[config.mk]
export PLATFORM = sky130hd
export DESIGN_NAME = demux1to4_buf_flat
export DESIGN_NICKNAME = d
export VERILOG_FILES = /design/src/rtl/demux1to4_buf_if.sv /design/src/rtl/demux1to4_buf.sv /design/src/flat_wrapper.sv
export SDC_FILE = /design/constraint.sdc
export NUM_CORES = 1
export LEC_CHECK = 0
export CAP_MARGIN = 25
export CORE_MARGIN = 1.5
export CORE_UTILIZATION = 40
export DETAILED_ROUTE_END_ITERATION = 10
export DONT_BUFFER_PORTS = 1
export SLEW_MARGIN = 0
export SYNTH_ARGS = -nofsm -noshare
export SYNTH_HDL_FRONTEND = slang
export SYNTH_SLANG_ARGS = --single-unit
[constraint.sdc]
create_clock -name clk -period 1.1 [get_ports clk]
set_input_delay 0.275 -clock clk [delete_from_list [all_inputs] [get_ports clk]]
set_output_delay 0.275 -clock clk [all_outputs]
set_load 0.03 [all_outputs]
[src/rtl/demux1to4_buf_if.sv]
// Bus bundle for demux1to4_buf: the input word/select handshake, the per-channel
// read strobes, and the four holding registers with their full flags.
interface demux1to4_buf_if #(
    parameter int WIDTH = 3
) ();
    logic [WIDTH-1:0] w;
    logic [1:0]       s;
    logic             in_valid;
    logic             in_ready;
    logic [3:0]       rd;
    logic [WIDTH-1:0] f0;
    logic [WIDTH-1:0] f1;
    logic [WIDTH-1:0] f2;
    logic [WIDTH-1:0] f3;
    logic [3:0]       full;

    // Source and consumers side.
    modport master (
        output w, s, in_valid, rd,
        input  in_ready, f0, f1, f2, f3, full
    );

    // Demultiplexer side.
    modport slave (
        input  w, s, in_valid, rd,
        output in_ready, f0, f1, f2, f3, full
    );
endinterface

[src/rtl/demux1to4_buf.sv]
// Registered 1-to-4 demultiplexer with a one-word buffer per channel.
// Define DEMUX_AUTO_SEL_EN to pick channels round-robin instead of from s.
module demux1to4_buf #(
    parameter int WIDTH = 3
) (
    input logic              clk,
    input logic              rst,
    demux1to4_buf_if.slave   bus
);
    logic [1:0]       sel;
    logic             in_ready;
    logic             accept;
    logic [WIDTH-1:0] f_reg [4];
    logic [3:0]       full_reg;
    logic [3:0]       full_next;
    logic [3:0]       wr_en;

`ifdef DEMUX_AUTO_SEL_EN
    logic [1:0] cnt_reg;

    // Pointer only moves on an accepted word, so a stall keeps waiting on the same channel.
    always_ff @(posedge clk) begin
        if (rst) begin
            cnt_reg <= 2'd0;
        end else if (accept) begin
            cnt_reg <= cnt_reg + 2'd1;
        end
    end

    assign sel = cnt_reg;
`else
    assign sel = bus.s;
`endif

    // A read in the same cycle frees the slot, allowing one word per cycle per channel.
    assign in_ready = !full_reg[sel] || bus.rd[sel];
    assign accept   = bus.in_valid && in_ready;

    genvar gi;
    generate
        for (gi = 0; gi < 4; gi++) begin : g_ch
            assign wr_en[gi]     = accept && (sel == 2'(gi));
            assign full_next[gi] = wr_en[gi] ? 1'b1 :
                                   (bus.rd[gi] ? 1'b0 : full_reg[gi]);
        end
    endgenerate

    always_ff @(posedge clk) begin
        if (rst) begin
            full_reg <= 4'b0000;
            for (int i = 0; i < 4; i++) begin
                f_reg[i] <= '0;
            end
        end else begin
            full_reg <= full_next;
            for (int i = 0; i < 4; i++) begin
                if (wr_en[i]) begin
                    f_reg[i] <= bus.w;
                end
            end
        end
    end

    assign bus.in_ready = in_ready;
    assign bus.f0       = f_reg[0];
    assign bus.f1       = f_reg[1];
    assign bus.f2       = f_reg[2];
    assign bus.f3       = f_reg[3];
    assign bus.full     = full_reg;
endmodule

[src/flat_wrapper.sv]
// flat-port wrapper written by rule: the top's interface ports become plain ports
module demux1to4_buf_flat 
#(
    parameter int WIDTH = 3
)
  (clk, rst, bus_w, bus_s, bus_in_valid, bus_rd, bus_in_ready, bus_f0, bus_f1, bus_f2, bus_f3, bus_full);
  demux1to4_buf_if #(.WIDTH(WIDTH)) bus_i ();
  input logic clk;
  input logic rst;
  input wire logic [$bits(bus_i.w)-1:0] bus_w;
  input wire logic [$bits(bus_i.s)-1:0] bus_s;
  input wire logic [$bits(bus_i.in_valid)-1:0] bus_in_valid;
  input wire logic [$bits(bus_i.rd)-1:0] bus_rd;
  output wire logic [$bits(bus_i.in_ready)-1:0] bus_in_ready;
  output wire logic [$bits(bus_i.f0)-1:0] bus_f0;
  output wire logic [$bits(bus_i.f1)-1:0] bus_f1;
  output wire logic [$bits(bus_i.f2)-1:0] bus_f2;
  output wire logic [$bits(bus_i.f3)-1:0] bus_f3;
  output wire logic [$bits(bus_i.full)-1:0] bus_full;
  assign bus_i.w = bus_w;
  assign bus_i.s = bus_s;
  assign bus_i.in_valid = bus_in_valid;
  assign bus_i.rd = bus_rd;
  assign bus_in_ready = bus_i.in_ready;
  assign bus_f0 = bus_i.f0;
  assign bus_f1 = bus_i.f1;
  assign bus_f2 = bus_i.f2;
  assign bus_f3 = bus_i.f3;
  assign bus_full = bus_i.full;
  demux1to4_buf #(.WIDTH(WIDTH)) u_core (.clk(clk), .rst(rst), .bus(bus_i));
endmodule
Yosys cells after proc, flatten, opt, wreduce, memory -nomap -nowiden
Memory sizes are Yosys's and may differ from the RTL's.
Cells that the tools add are included.
{"block": "op_classes", "order_cmp": 1, "n_eq_ne": 3, "mux": 30, "n_bitwise": 4, "n_reduce_logical": 12}
{"operator": "$mux W1", "n": 24}
{"operator": "$mux W3", "n": 4}
{"operator": "$reduce_bool A2 Y1", "n": 4}
{"operator": "$logic_and A1 B1 Y1", "n": 5}
{"operator": "$bmux W1 S2", "n": 2}
{"operator": "$eq A2 B2 Y1 const B", "n": 2}
{"operator": "$or A1 B1 Y1", "n": 4}
{"operator": "$lt A2 B3 Y1 const B", "n": 1}
{"operator": "$eq A2 B1 Y1 const B", "n": 1}
{"operator": "$logic_not A2 Y1", "n": 1}
{"operator": "$logic_not A1 Y1", "n": 1}
{"operator": "$logic_or A1 B1 Y1", "n": 1}
{"block": "word_totals", "regBits": 4, "ram_bits": 12, "input_bits": 12, "output_inout_bits": 17, "n_memories": 1}
{"name": "u_core.f_reg", "depth": 4, "word_bits": 3, "rd": 4, "rd_clocked_by_memory_dff": 0, "wr": 4, "line_no": "demux1to4_buf.sv:13", "text": "logic [WIDTH-1:0] f_reg [4];"}

Logic depth before layout (Yosys ltp)
Gate-level depths: netlist (run 1).
{"block": "logic_depth", "ltp_word": 10, "depth_mapped": 3}

Worst setup path after synthesis (run 1)
OpenSTA, ideal clock, no wires.
{"block": "synth_path", "path_type": "reg2out", "start": "register u_core.full_reg[0] (netlist: u_core.bus.full[0])", "end": "output bus_in_ready", "arrival_ns": 1.203, "path_slack_ns": -0.378, "path_stages_with_launch": 3, "n_path_buf": 0, "path_cell_list": "dfxtp_1 nand2b_1 mux4_2"}
{"block": "synth_via", "elab_chain_len": 4}
{"item": "start: declaration", "line_no": "demux1to4_buf.sv:14", "text": "logic [3:0] full_reg;"}
{"item": "start signal: assignment", "line_no": "demux1to4_buf.sv:55", "text": "full_reg <= full_next;"}
{"item": "$bmux W1 S2", "line_no": "demux1to4_buf.sv:36", "text": "assign in_ready = !full_reg[sel] || bus.rd[sel];"}
{"item": "$mux W1 (not written as such)", "line_no": "demux1to4_buf.sv:36"}
{"item": "$logic_not A1 Y1", "line_no": "demux1to4_buf.sv:36"}
{"item": "$logic_or A1 B1 Y1", "line_no": "demux1to4_buf.sv:36"}
{"item": "end: declaration", "line_no": "flat_wrapper.sv:14", "text": "output wire logic [$bits(bus_i.in_ready)-1:0] bus_in_ready;"}
Every way passes these cells. The select of a mux whose other input is x is not followed.

Worst setup path after layout (run 1)
Ends and elaborated chain as after synthesis.

==> results.cfg, run 1 <==
[run_status]
status = complete, but fails checks
failed_checks = negative setup slack

[floorplan]
coreArea_sq_mm = 0.001727
row_count = 15
die_width_microns = 45.78
die_y_microns = 45.78
initial_core_util_pct = 42.39
pin_count = 29
dieArea_sq_mm = 0.002095

[sta]
fin_skew_ps = 2.511
worst_pin_slew_ps = 304.4
fin_tns_setup_ps = -643.0
fin_crit_sh_pct = 141.7
finalHoldViolations = 0
max_freq_mhz = 641.6
slew_headroom_pct = 79.75
drv_slew = 0
setup_ws_ps = -458.5
setup_viol = 5
fin_crit_ps = 1559
rsz0062_at_grt = yes

[grt]
grt_start_max_net_pins = 14
gr-total-overflow = 0
first_global_vias = 510
grt_antenna_before_repair = 0
grt_use_total_pct = 16.65
grt_pass1_wl_mm = 2.415

[layout]
drive_gt1_share_pct = 47.22
final_common_cell = edfxtp_1
syn_to_final_growth_pct = 30.77
final_cells = 97
mostFrequentLayoutCells = edfxtp_1 (12), buf_4 (8), nor3_1 (7)
diodes = 0
final_net_count = 85
fillers = 178
largest_register_ffs = 12
post-route-util_pct = 55.43

[synthesis]
synth_cell_types = 15
synthCells = 61
synth_top_area_share_pct = 49.23
syn_area_sq_um = 732.0
synth_top_area_cell = edfxtp_1
synth-simple-area-share_pct = 24.79
ys_ff_latch = 16
ys_warn_count = 0
synth.avg_cell_area_sq_um = 12.00
syn-num-nets = 73
synth-xor-area-share_pct = 0
synthMuxAreaShare_pct = 3.077
synth_compound_area_share_pct = 8.205
synthAdderAreaFrac_pct = 0
synth.area.top_cells = edfxtp_1 (49%), dfxtp_1 (11%), nor3_1 (6.2%)
synth_top_family_by_area = simple AND/OR/NAND/NOR gates
ys_seq_area_share_pct = 60.17

[run]
maxCapViolCount = 0

[setup_path]
start_kind = flip-flop
critPathMaxStageDelay_ps = 590
slowest_stage = mux4_2
crit_fanout = 2
worstPathRequired_ps = 820
crit_path_cell_trace = nand2b_4, mux4_2
crit_type = reg2out
rrSetupSlack_ps = -80
cp.arrival_ps = 1280
path_delay_family = multiplexers
path_buf_inv = 0
crit_path_end_kind = output port

[cts]
cts.sinks = 16
cts.reportedPaths.clkPinSlew_ps = 90
clock_path_buffers = 2
clock_latency_ps = 280
cts-root-buf = clkbuf_4
numCtsBuffers = 3
h-tree-depth = 1
cts_tree = yes

[placed_design]
dp.cells = 91
finalWeightedCongestion = 0.7764
post-dp-hpwl_mm = 1.091
port_buffers = 0

[routing]
drc = 0
ant_nets = 0
vias = 529
post_drt_wl_per_cell_microns = 16.04
vias_per_cell = 5.454
finalWirelength_mm = 1.556
drtIter0Drc = 11
firstDrtPassIters = 4

[power_and_ir_drop]
max-vdd-ir-drop_v = 0.0005729
p_per_area_mw_per_mm2 = 1202
leakagePower_nw = 0.3483

[hold_path]
holdCritPathClass = in2reg
## synthesized netlist by cell type
cell / number
edfxtp_1: 12
a21oi_1: 4
mux4_2: 1
inv_2: 2
nor2b_1: 4
nand2b_1: 6
nand3b_1: 5
nand2_1: 1
nor4_1: 3
dfxtp_1: 4
buf_2: 4
or3b_1: 1
nor3_1: 9
a41o_1: 4
nand3_1: 1
## layout make-up
type | count | area, sq um | share of cell area (%)
sequential | 16 | 455.4 | 47.58
multi-input combinational | 39 | 342.8 | 35.82
timing repair buffer | 11 | 93.84 | 9.804
tap | 25 | 31.28 | 3.268
clock buffer | 3 | 22.52 | 2.353
inverter | 2 | 7.507 | 0.7843
clock inverter | 1 | 3.754 | 0.3922
## what timing repair did
item | CTS | global route
resized for setup | 7 | 7
setup buffers | 2 | 0
hold endpoints to repair | 0 | 0
endpoints found under the setup margin | 7 | 30
pin swaps | 2 | 0
gates cloned | 0 | 0
hold buffers | 0 | 0
## worst paths after layout
path,from,to,cells after the start
hold reg to reg,u_core.bus.full[1],u_core.bus.full[1],3
hold / removal,rst,u_core.bus.full[1],1
setup reg to reg,u_core.bus.full[0],u_core.f_reg[0][2],4
setup / recovery,u_core.bus.full[0],bus_in_ready,2
## metal layers
| metal | GRT usage [%] | part of all wire (%) |
|---|---|---|
| met4 | 6.857 | 0.77 |
| met2 | 25.92 | 47 |
| met5 | 0 | 0 |
| met3 | 3.968 | 5.6 |
| met1 | 22.22 | 47 |
## where the power goes
part	switching [mW]	leakage, nW	total, mW	internal, mW
sequential	0.0537	0.165	0.725	0.671
clock	0.182	0.0154	0.313	0.132
combinational	0.0564	0.168	0.113	0.0568
total	0.292	0.348	1.15	0.859
## per-stage QoR
stage                     hold WS, ps  power [mW]  setup WS [ps]  cell area [sq um]
after global placement          336.5      0.8373         -156.7              855.8
final                           38.25       1.151         -458.5              957.2
after CTS                       37.28       1.149         -464.3              927.1
after floorplan                 446.2      0.8287         -201.0              777.0
after detailed placement        337.6      0.8396         -161.9              855.8
after global routing            23.94       1.187         -485.8              957.2
## cells by family (layout without fill, tap and decap cells)
family | count (synthesis) | count (layout)
AOI/OAI and AO/OA | 8 | 8
buffers and inverters | 6 | 17
muxes | 1 | 1
DFF | 16 | 16
and+or+nand+nor | 30 | 30
No activity file was read; power rests on OpenSTA's default activity.
==> run 2, diff against run 1 <==
--- a/config.mk
+++ b/config.mk
@@ -10,6 +10,7 @@
 export CORE_UTILIZATION = 40
 export DETAILED_ROUTE_END_ITERATION = 10
 export DONT_BUFFER_PORTS = 1
+export SETUP_SLACK_MARGIN = 0.3
 export SLEW_MARGIN = 0
 export SYNTH_ARGS = -nofsm -noshare
 export SYNTH_HDL_FRONTEND = slang
==> run 2 against run 1 <==
Sequential cell count did not move. Combinational power rose by 16%. Routed wire length down 9.1%. Die area stayed put. Hold slack worse by 1.4 ps. Critical endpoint unchanged. Via count up 4.3%. Global-route usage down 2.0 points. The flow still finishes with violations (negative setup slack). Sequential share of layout area down 3.6 points.
==> results.cfg, run 2 (synthesis results as in run 1) <==
[run_status]
status = complete, but fails checks
failed_checks = negative setup slack

[setup_path]
crit_path_end_kind = output port
crit_fanout = 3
rrSetupSlack_ps = -100
start_kind = flip-flop
rr_endpoint = u_core.f_reg[0][1]
worstPathRequired_ps = 820
reg2reg_depth = 4
path_buf_inv = 0
r2r-start = u_core.bus.full[0]
cp.arrival_ps = 1290
crit_path_cell_trace = nand2b_4, mux4_2
path_delay_family = multiplexers
critPathMaxStageDelay_ps = 570
crit_type = reg2out
slowest_stage = mux4_2

[routing]
finalWirelength_mm = 1.415
vias = 552
post_drt_wl_per_cell_microns = 14.44
drc = 0
ant_nets = 0
firstDrtPassIters = 3
vias_per_cell = 5.633
drtIter0Drc = 8

[power_and_ir_drop]
p_per_area_mw_per_mm2 = 1126
max-vdd-ir-drop_v = 0.0004876
leakagePower_nw = 0.3694

[cts]
cts_hold_buf = 0
h-tree-depth = 1
cts.reportedPaths.clkPinSlew_ps = 90
numCtsBuffers = 3
cts.sinks = 16
cts_tree = yes
cts-root-buf = clkbuf_4
clock_path_buffers = 2
clock_latency_ps = 280

[placed_design]
dp.cells = 89
post-dp-hpwl_mm = 1.026
finalWeightedCongestion = 0.8351
port_buffers = 0

[sta]
fin_crit_sh_pct = 142.0
fin_skew_ps = 0.1289
drv_slew = 0
rsz0062_at_grt = yes
finalHoldViolations = 0
fin_tns_setup_ps = -846.3
setup_ws_ps = -462.4
worst_pin_slew_ps = 291.3
setup_viol = 8
max_freq_mhz = 640.1
fin_crit_ps = 1562
slew_headroom_pct = 80.52

[layout]
mostFrequentLayoutCells = edfxtp_1 (12), nor3_2 (9), buf_6 (7)
drive_gt1_share_pct = 58.90
final_cells = 98
diodes = 0
syn_to_final_growth_pct = 41.37
largest_register_ffs = 12
final_net_count = 86
final_common_cell = edfxtp_1

[floorplan]
pin_count = 29
coreArea_sq_mm = 0.001727
row_count = 15
dieArea_sq_mm = 0.002095
initial_core_util_pct = 42.39
die_width_microns = 45.78
die_y_microns = 45.78

[grt]
grt_pass1_wl_mm = 2.097
grt_start_max_net_pins = 14
first_global_vias = 491
grt_antenna_before_repair = 0
grt_use_total_pct = 14.60
gr-total-overflow = 0

[hold_path]
worstHoldEndpoint = u_core.bus.full[0]
holdCritStartpoint = rst
worstHoldPathCells = 1
holdCritPathClass = in2reg

[run]
maxCapViolCount = 0
==> run 2: cell count changes in the layout (fill, tap and decap cells not counted) <==
cell	before	now
nand2b_1	2	1
nor3_1	7	0
buf_6	3	7
nor2b_4	2	4
inv_2	2	1
nor3_2	2	9
buf_4	8	5
inv_4	0	1
nor2b_2	2	0
nand2b_4	4	5
==> run 2: timing repair <==
| item | in CTS | in global routing |
|---|---|---|
| resized for setup | 16 | 4 |
| endpoints found under the hold margin | 0 | 0 |
| endpoints found under the setup margin | 41 | 41 |
| buffers inserted | 3 | 2 |
| pin swaps | 3 | 8 |
==> run 2: cell type report <==
| type | instances | area (sq um) |
|---|---|---|
| fill | 147 | 691.9 |
| sequential | 16 | 455.4 |
| inverter | 2 | 10.01 |
| clock inverter | 1 | 3.754 |
| tap | 25 | 31.28 |
| timing repair buffer | 12 | 116.4 |
| clock buffer | 3 | 22.52 |
| multi-input combinational | 39 | 395.4 |
==> run 2: through the flow <==
stage | hold WS (ps) | util, % | setup slack [ps] | power [mW] | instance area (sq um)
finish | 36.83 | 59.93 | -462.4 | 1.166 | 1035
global route | 25.86 | 59.93 | -485.5 | 1.193 | 1035
CTS | 32.93 | 57.90 | -467.1 | 1.158 | 999.7
detailed placement | 338.7 | 50.72 | -157.9 | 0.8418 | 875.8
global placement | 337.5 | 50.72 | -156.5 | 0.8398 | 875.8
floorplan | 440.8 | - | -200.7 | 0.8431 | 829.5
==> run 2: where the power goes <==
group | total, mW | internal [mW] | switching [mW]
combinational | 0.131 | 0.0689 | 0.0620
sequential | 0.724 | 0.671 | 0.0535
clock | 0.310 | 0.132 | 0.179
==> run 2: worst max path at each step <==
stage | startpoint | end | slack [ps] | depth (start not counted)
floorplan | u_core.bus.full[0] | bus_in_ready | -200 | 2
global placement | bus_rd[0] | bus_in_ready | -160 | 2
detailed placement | bus_rd[0] | bus_in_ready | -160 | 2
CTS | u_core.bus.full[0] | bus_in_ready | -470 | 2
global route | u_core.bus.full[0] | bus_in_ready | -490 | 2
finish | u_core.bus.full[3] | bus_in_ready | -460 | 2
==> run 2: per-layer routing <==
metal,GRT usage (%),vias up,share of wire (%)
li1,-,256,-
met1,18.73,276,43
met2,22.54,18,52
met3,4.365,2,4.0
met4,6.857,0,0.99
met5,0,-,0
